File: src/rtl/mult_seq_ctrl.sv
// Sequential 32x32->64 MULT/MULTU controller using shift-add through a shared external CLA32.
// Signed operands are reduced to magnitudes first, and the product is negated afterwards, all through the same adder.
module mult_seq_ctrl #(
    parameter int WIDTH = 32,
    parameter int CNT_W = 5
) (
    input  logic             clk,
    input  logic             reset,
    input  logic             Start,
    input  logic             Signed,
    input  logic [WIDTH-1:0] OpA,
    input  logic [WIDTH-1:0] OpB,
    output logic             Busy,
    output logic             Done,
    output logic [WIDTH-1:0] Hi,
    output logic [WIDTH-1:0] Lo,
    output logic [WIDTH-1:0] AddA,
    output logic [WIDTH-1:0] AddB,
    output logic             AddCin,
    input  logic [WIDTH-1:0] AddSum,
    input  logic             AddCout
);

    typedef enum logic [2:0] {
        S_IDLE  = 3'd0,
        S_NEGA  = 3'd1,
        S_NEGB  = 3'd2,
        S_RUN   = 3'd3,
        S_FIXLO = 3'd4,
        S_FIXHI = 3'd5,
        S_DONE  = 3'd6
    } state_t;

    state_t             r_state;
    logic [WIDTH-1:0]   r_mcand;
    logic [WIDTH-1:0]   r_hi;
    logic [WIDTH-1:0]   r_lo;
    logic [CNT_W-1:0]   r_cnt;
    logic               r_neg;
    logic               r_signed;
    logic               r_c;
    logic               r_busy;
    logic               r_done;
    logic               w_last_iter;

    assign w_last_iter = (r_cnt == {CNT_W{1'b1}});

    // Adder operands are a pure decode of state; the result is consumed on the next edge.
    always_comb begin
        AddA   = '0;
        AddB   = '0;
        AddCin = 1'b0;
        case (r_state)
            S_NEGA: begin
                AddA   = ~r_mcand;
                AddCin = r_mcand[WIDTH-1];
            end
            S_NEGB: begin
                AddA   = ~r_lo;
                AddCin = r_lo[WIDTH-1];
            end
            S_RUN: begin
                AddA = r_hi;
                AddB = r_lo[0] ? r_mcand : '0;
            end
            S_FIXLO: begin
                AddA   = r_neg ? ~r_lo : r_lo;
                AddCin = r_neg;
            end
            S_FIXHI: begin
                AddA   = r_neg ? ~r_hi : r_hi;
                AddCin = r_neg & r_c;
            end
            default: ;
        endcase
    end

    always_ff @(posedge clk) begin
        if (reset) begin
            r_state  <= S_IDLE;
            r_mcand  <= '0;
            r_hi     <= '0;
            r_lo     <= '0;
            r_cnt    <= '0;
            r_neg    <= 1'b0;
            r_signed <= 1'b0;
            r_c      <= 1'b0;
            r_busy   <= 1'b0;
            r_done   <= 1'b0;
        end else begin
            r_done <= 1'b0;
            case (r_state)
                S_IDLE: begin
                    if (Start) begin
                        r_mcand  <= OpA;
                        r_lo     <= OpB;
                        r_hi     <= '0;
                        r_cnt    <= '0;
                        r_neg    <= Signed & (OpA[WIDTH-1] ^ OpB[WIDTH-1]);
                        r_signed <= Signed;
                        r_busy   <= 1'b1;
                        r_state  <= Signed ? S_NEGA : S_RUN;
                    end
                end
                // 0x80000000 negates to itself and is then read as unsigned 2^31.
                S_NEGA: begin
                    if (r_mcand[WIDTH-1]) r_mcand <= AddSum;
                    r_state <= S_NEGB;
                end
                S_NEGB: begin
                    if (r_lo[WIDTH-1]) r_lo <= AddSum;
                    r_state <= S_RUN;
                end
                S_RUN: begin
                    r_hi  <= {AddCout, AddSum[WIDTH-1:1]};
                    r_lo  <= {AddSum[0], r_lo[WIDTH-1:1]};
                    r_cnt <= r_cnt + 1'b1;
                    if (w_last_iter) begin
                        r_state <= r_signed ? S_FIXLO : S_DONE;
                        r_done  <= ~r_signed;
                    end
                end
                S_FIXLO: begin
                    r_lo    <= AddSum;
                    r_c     <= AddCout;
                    r_state <= S_FIXHI;
                end
                S_FIXHI: begin
                    r_hi    <= AddSum;
                    r_done  <= 1'b1;
                    r_state <= S_DONE;
                end
                S_DONE: begin
                    r_busy  <= 1'b0;
                    r_state <= S_IDLE;
                end
                default: begin
                    r_busy  <= 1'b0;
                    r_state <= S_IDLE;
                end
            endcase
        end
    end

    assign Busy = r_busy;
    assign Done = r_done;
    assign Hi   = r_hi;
    assign Lo   = r_lo;

endmodule
File: config.mk
export PLATFORM = sky130hd
export DESIGN_NAME = mult_seq_ctrl
export DESIGN_NICKNAME = d
export VERILOG_FILES = /design/src/rtl/mult_seq_ctrl.sv
export SDC_FILE = /design/constraint.sdc
export NUM_CORES = 1
export LEC_CHECK = 0
export ABC_AREA = 1
export CAP_MARGIN = 25
export CORE_ASPECT_RATIO = 1.4
export CORE_UTILIZATION = 53
export DETAILED_ROUTE_END_ITERATION = 10
export PLACE_DENSITY = 0.94
export SLEW_MARGIN = 20
export SYNTH_ARGS = -nofsm -noshare
export SYNTH_HDL_FRONTEND = slang
export SYNTH_SLANG_ARGS = --single-unit
File: constraint.sdc
create_clock -name clk -period 4 [get_ports clk]
set_clock_uncertainty 0.1 [all_clocks]
set_input_delay 0.8 -clock clk [delete_from_list [all_inputs] [get_ports clk]]
set_output_delay 0.8 -clock clk [all_outputs]
set_load 0.02 [all_outputs]
Word level (Yosys, flattened, before mapping)

Cells that the tools add are included.

Register bits: 109
Input port bits: 101
Output and inout bits: 131
Logic and storage cells: 71

Add/subtract/negate cells: 1
Eq/ne operators: 10
Multiplexer cells: 25
Bitwise gates (word level): 8
Reduce and logical (&&, ||, !) cells: 15

Operators with widths:

| kind                | count |
|---|---|
| $mux 32             | 9 |
| $pmux 32 s5         | 1 |
| $pmux 32 s4         | 1 |
| $not 32->32         | 3 |
| $pmux 32 s3         | 1 |
| $pmux 32 s2         | 1 |
| $pmux 3 s6          | 1 |
| $reduce_and 2->1    | 7 |
| $pmux 5 s2          | 1 |
| $ne 2x2->1 const B  | 4 |
| $eq 3x2->1 const B  | 2 |
| $eq 3x3->1 const B  | 2 |
| $mux 3              | 2 |
| $reduce_and 3->1    | 2 |
| $add 5x1->5 const B | 1 |
| $eq 5x5->1 const B  | 1 |
| $mux 5              | 1 |
| $reduce_or 5->1     | 1 |
| $mux 2              | 2 |
| $pmux 1 s2          | 2 |
| $pmux 1 s4          | 1 |
| $reduce_bool 2->1   | 2 |
| $reduce_bool 4->1   | 1 |
| $eq 3x1->1 const B  | 1 |
| 6 further kinds     | 9 |

Longest topological paths before layout

Depth after elaboration: 4
Gate-level depth with buffers: 11
Depth with buffers taken out: 10

Least setup slack after synthesis

OpenSTA, ideal clock, no wires.

Path type: reg-to-output
Start point: register r_state[1]
End point: output port AddB[22]
Arrival: 1.609 ns
Required time: 3.100 ns
Setup slack: 1.491 ns
Stages on the path, launching flop included: 9
Buffers on the path: 4
Cell sequence: dfxtp_1 buf_6 inv_4 nor2_4 nand2_2 buf_6 buf_6 buf_2 nor3_1

Word-level cells in the longest chain between the ends: 2

RTL lines:

| item                   | line | source |
|---|---|---|
| from (decl)            | 34   | `state_t r_state;` |
| from (signal assigned) | 102  | `r_state <= Signed ? S_NEGA : S_RUN;` |
| from (signal assigned) | 119  | `r_state <= r_signed ? S_FIXLO : S_DONE;` |
| $eq 3x2->1             | 53   | `case (r_state)` |
| $mux 32                | 53   |  |
| to (decl)              | 18   | `output logic [WIDTH-1:0] AddB,` |

Every way passes these cells.

Worst setup path after layout

Start point: register r_state[1]
End point: output port AddCin

Word-level cells in the longest chain between the ends: 2
Elaborated cells between the ends (all ways): 5
Those cells by class: eq/ne: 4; mux: 1

RTL lines:

| item                                     | line | source |
|---|---|---|
| $eq 3x3->1, or another cell as far along | 53   |  |
| $pmux 1 s4 (*)                           | 53   |  |
| to (decl)                                | 19   | `output logic AddCin,` |

Every way passes the cells marked *; elsewhere a longest branch is shown, timed or not.

==> results <==
- The total grt overflow is 0.
- The global-route wire length before repair is 47.5 mm.
- The detailed-routing iteration count for the pre-antenna-repair pass is 7.
- The hold violation total from the final report is 0.
- The synthesized netlist contains 29 unique library cells.
- The number of fill cells in the layout is 1260.
- Relative to the synthesized area, the layout overhead comes to 30.9%.
- The share of the Yosys chip area taken by registers is 0.267.
- The number of slew-limit violations in the final report is 0.
- The via count of the first global-routing pass was 9787.
- The run finished with clean final reports.
- The endpoint of the worst hold path is r_mcand[14].
- The number of primary I/O pins is 232.
- The synthesized design contains 0 enable-type register cells.
- The setup violation total in the final timing report is 0.
- At the end of the flow, the number of nets in the layout was 1670.
- The number of nets in the synthesized netlist is 1507.
- The achievable clock frequency is 0.267 GHz.
- The maximum number of pins on one net before global-route repair is 83.
- The post-DP HPWL is 20.3 mm.
- Buffers placed on the I/O ports in this run total 231.
- The required time at the endpoint of the critical path is around 3.1 ns.
- The number of maximum-capacitance constraint violations is 0.
- The number of H-tree levels is 3.
- In this run the worst path has a maximum fanout of 34.
- In the synthesized netlist the async set-or-reset flop fraction comes to 0.
- In the routed design, unresolved DRC markers number 0.
- Setup slack closes at 0.256 ns.
- The final antenna diode count is 0.
- The synthesized netlist occupies a cell area of 0.00818 sq mm.
- In this run the remaining antenna-violating nets after routing total 0.
- In the routed layout, each cell is associated on average with a via count of 5.80.
- Of the cells placed in the final design, the portion with a size suffix greater than 1 is 0.0490.
- The end of the worst register-to-register path is r_mcand[17].
- Setup repair after global routing left no endpoint under its margin.
- The initial utilization of the core area, before any placement, comes to 0.543.
- Data arrives at the worst endpoint at 2.84 ns.
- The global routing usage summed across all routing layers is 0.376.
- In this run, post-CTS repair resized a total of 0 instances.
- The synthesized area per cell is approximately 6 sq um.
- At the pin with the least slew margin, the transition time is 1.05 ns.
- The number of antenna violations at the first check in global routing is 0.
- The die boundary height is 149 um.
- The critical path class is flop to output port.
- For this run, the leading register cell type out of synthesis is sky130_fd_sc_hd__dfxtp_1.
- The reg-to-reg startpoint is r_state[1].
- In this run the standard cell core region covers 0.0151 sq mm.
- The post-route fraction of the period consumed by the critical path is 0.936.
- The die is 107 um wide.
- TritonCTS built the clock tree.
- The type of origin of the critical path is a flop.
- Dividing the detail-routed wire length by the instance count gives 17.2 um.
- The class of the worst hold path is flop to flop.
- The post-detailed-routing wire length is 30.4 mm.
- Dividing total power by cell area gives a power density of 666 mW/mm^2.
- Once the clock tree was built, the setup fixing pass inserted 0 buffers.
- The area of the die is 0.0159 sq mm.
- The number of cells produced by synthesis is around 1400.
- The CTS root buffer is sky130_fd_sc_hd__clkbuf_16.
- The iteration-0 DRC count of the detailed router is around 960.
- The cell row count is 53.
- Counting I/O delays and the setup requirement, the final critical path takes 3.74 ns.
- The worst pin sits at a relative slew slack of 0.301.
- Counting the buffers created by CTS gives 9.
- Measured in cells, the most critical reg-to-reg path has a length of 9.
- Counting flops and latches in the post-synthesis netlist gives about 110.
- The maximum clock path buffer count is 2.
- The setup slack of the most critical reg-to-reg path is 0.64 ns.
- The clock reaches the later pin of the worst-skew pair after between 0.3 and 0.4 ns.
- The number of clock sinks is 109.
- The endpoint kind of the worst setup timing path is an output port.
- Clock-pin slew was measured on the worst setup and hold paths at 0.08 ns.
- Setup total negative slack on the finished layout was measured at 0 ns.
- The post-placement setup slack is 0.528 ns.
- For this run, the number of Yosys warnings is 0.
- The worst hold path begins at r_mcand[14].
- Counting instances, the worst hold path has a depth of 2.
- Across the VDD grid, the largest voltage drop is 0.000375 V.
- The number of buffers inserted for hold repair after clock tree synthesis is 0.
- The final estimated routing congestion in global placement is 0.926.
- The final route contains 10225 vias.
- Summed over all cells, the static leakage comes to about 0.0044 uW.
==> state kept, by name, indices dropped and copies added, names as in the netlist <==
signal	count
Done	1
r_signed	1
Hi	32
r_neg	1
r_mcand	32
r_cnt	5
r_state	3
Busy	1
Lo	32
r_c	1
==> synthesized netlist by cell type (8+ instances only) <==
cell	count	area [sq um]
sky130_fd_sc_hd__nand3_1	69	345
sky130_fd_sc_hd__nand2_1	357	1340
sky130_fd_sc_hd__o21ai_1	8	40.0
sky130_fd_sc_hd__nor2_1	240	901
sky130_fd_sc_hd__clkbuf_1	31	116
sky130_fd_sc_hd__nand4_1	33	206
sky130_fd_sc_hd__a21oi_1	121	606
sky130_fd_sc_hd__nand2_2	12	75.1
sky130_fd_sc_hd__inv_1	141	529
sky130_fd_sc_hd__xnor2_1	60	526
sky130_fd_sc_hd__buf_1	9	33.8
sky130_fd_sc_hd__buf_4	12	90.1
sky130_fd_sc_hd__dfxtp_1	109	2180
sky130_fd_sc_hd__o22ai_1	31	194
sky130_fd_sc_hd__nor3_1	33	165
sky130_fd_sc_hd__buf_2	43	215
sky130_fd_sc_hd__o21ai_0	57	285
==> cells by family after synthesis <==
logic type | after synthesis | synth area share
xor+xnor | 63 | 0.0675
buf+inv | 250 | 0.135
simple gates | 758 | 0.386
fa+ha+maj | 4 | 0.00612
flops | 109 | 0.267
compound gates | 218 | 0.139
==> routing by layer <==
| layer | routed length (um) | global-route usage |
|---|---|---|
| met4 | 2200 | 0.312 |
| met3 | 3100 | 0.0454 |
| met5 | 0 | 0 |
| met1 | 10600 | 0.430 |
| met2 | 14500 | 0.625 |
==> worst max-delay path by stage <==
stage,end,from,depth (start not counted)
after floorplan,AddB[22],r_state[1],8
after global placement,AddA[14],r_state[1],10
after detailed placement,AddA[14],r_state[1],10
after CTS,AddA[4],r_state[1],10
after global routing,AddCin,r_state[1],8
final,AddCin,r_state[1],8
==> report_power, final <==
part | internal (uW) | switching, uW | total (uW)
Sequential | 1400 | 484 | 1890
Combinational | 1590 | 2760 | 4350
Clock | 431 | 451 | 883
Total | 3420 | 3700 | 7120
==> cell usage in the layout (no fill, tap or decap), types with 4 or more instances in the layout <==
| cell type | instances |
|---|---|
| sky130_fd_sc_hd__a21oi_1 | 121 |
| sky130_fd_sc_hd__buf_4 | 20 |
| sky130_fd_sc_hd__clkbuf_16 | 9 |
| sky130_fd_sc_hd__clkdlybuf4s50_1 | 230 |
| sky130_fd_sc_hd__dfxtp_1 | 106 |
| sky130_fd_sc_hd__ha_1 | 4 |
| sky130_fd_sc_hd__inv_1 | 141 |
| sky130_fd_sc_hd__inv_2 | 4 |
| sky130_fd_sc_hd__inv_6 | 4 |
| sky130_fd_sc_hd__nand2_1 | 356 |
| sky130_fd_sc_hd__nand2_2 | 13 |
| sky130_fd_sc_hd__nand3_1 | 69 |
| sky130_fd_sc_hd__nand4_1 | 33 |
| sky130_fd_sc_hd__nor2_1 | 240 |
| sky130_fd_sc_hd__nor2_2 | 5 |
| sky130_fd_sc_hd__nor2_4 | 6 |
| sky130_fd_sc_hd__nor3_1 | 33 |
| sky130_fd_sc_hd__o21ai_0 | 57 |
| sky130_fd_sc_hd__o21ai_1 | 8 |
| sky130_fd_sc_hd__o22ai_1 | 31 |
| sky130_fd_sc_hd__xnor2_1 | 60 |
==> through the flow <==
stage          total power, uW  cells  hold slack (ns)  utilization  area (sq um)
2_1_floorplan             4610   1402            0.339            -          8180
3_3_place_gp              6020   1746            0.351        0.692         10400
3_5_place_dp              6130   1746            0.358        0.692         10400
4_1_cts                   7010   1762            0.369        0.710         10700
5_1_grt                   7520   1762            0.384        0.711         10700
6_report                  7120   1762            0.371        0.711         10700
==> final cells by class <==
class | instances | area (sq um) | share of cell area
multi-input cells | 1043 | 4900 | 0.458
clock buffers | 9 | 225 | 0.0210
well taps | 192 | 240 | 0.0225
flip-flops and latches | 109 | 2190 | 0.205
inverters | 148 | 566 | 0.0529
clock inverters | 7 | 57.6 | 0.00538
repair buffers | 254 | 2520 | 0.235
==> critical path, stage by stage, from the launching register on <==
cell,delay [ns]
sky130_fd_sc_hd__dfxtp_4,0.47
sky130_fd_sc_hd__inv_4,0.13
sky130_fd_sc_hd__nand2_2,0.08
sky130_fd_sc_hd__nor2_4,0.72
sky130_fd_sc_hd__nand2_2,0.09
sky130_fd_sc_hd__nand2_1,0.11
sky130_fd_sc_hd__a21oi_1,0.05
sky130_fd_sc_hd__a21oi_1,0.19
sky130_fd_sc_hd__clkdlybuf4s50_1,0.64
Power figures use the tool's default switching activity.
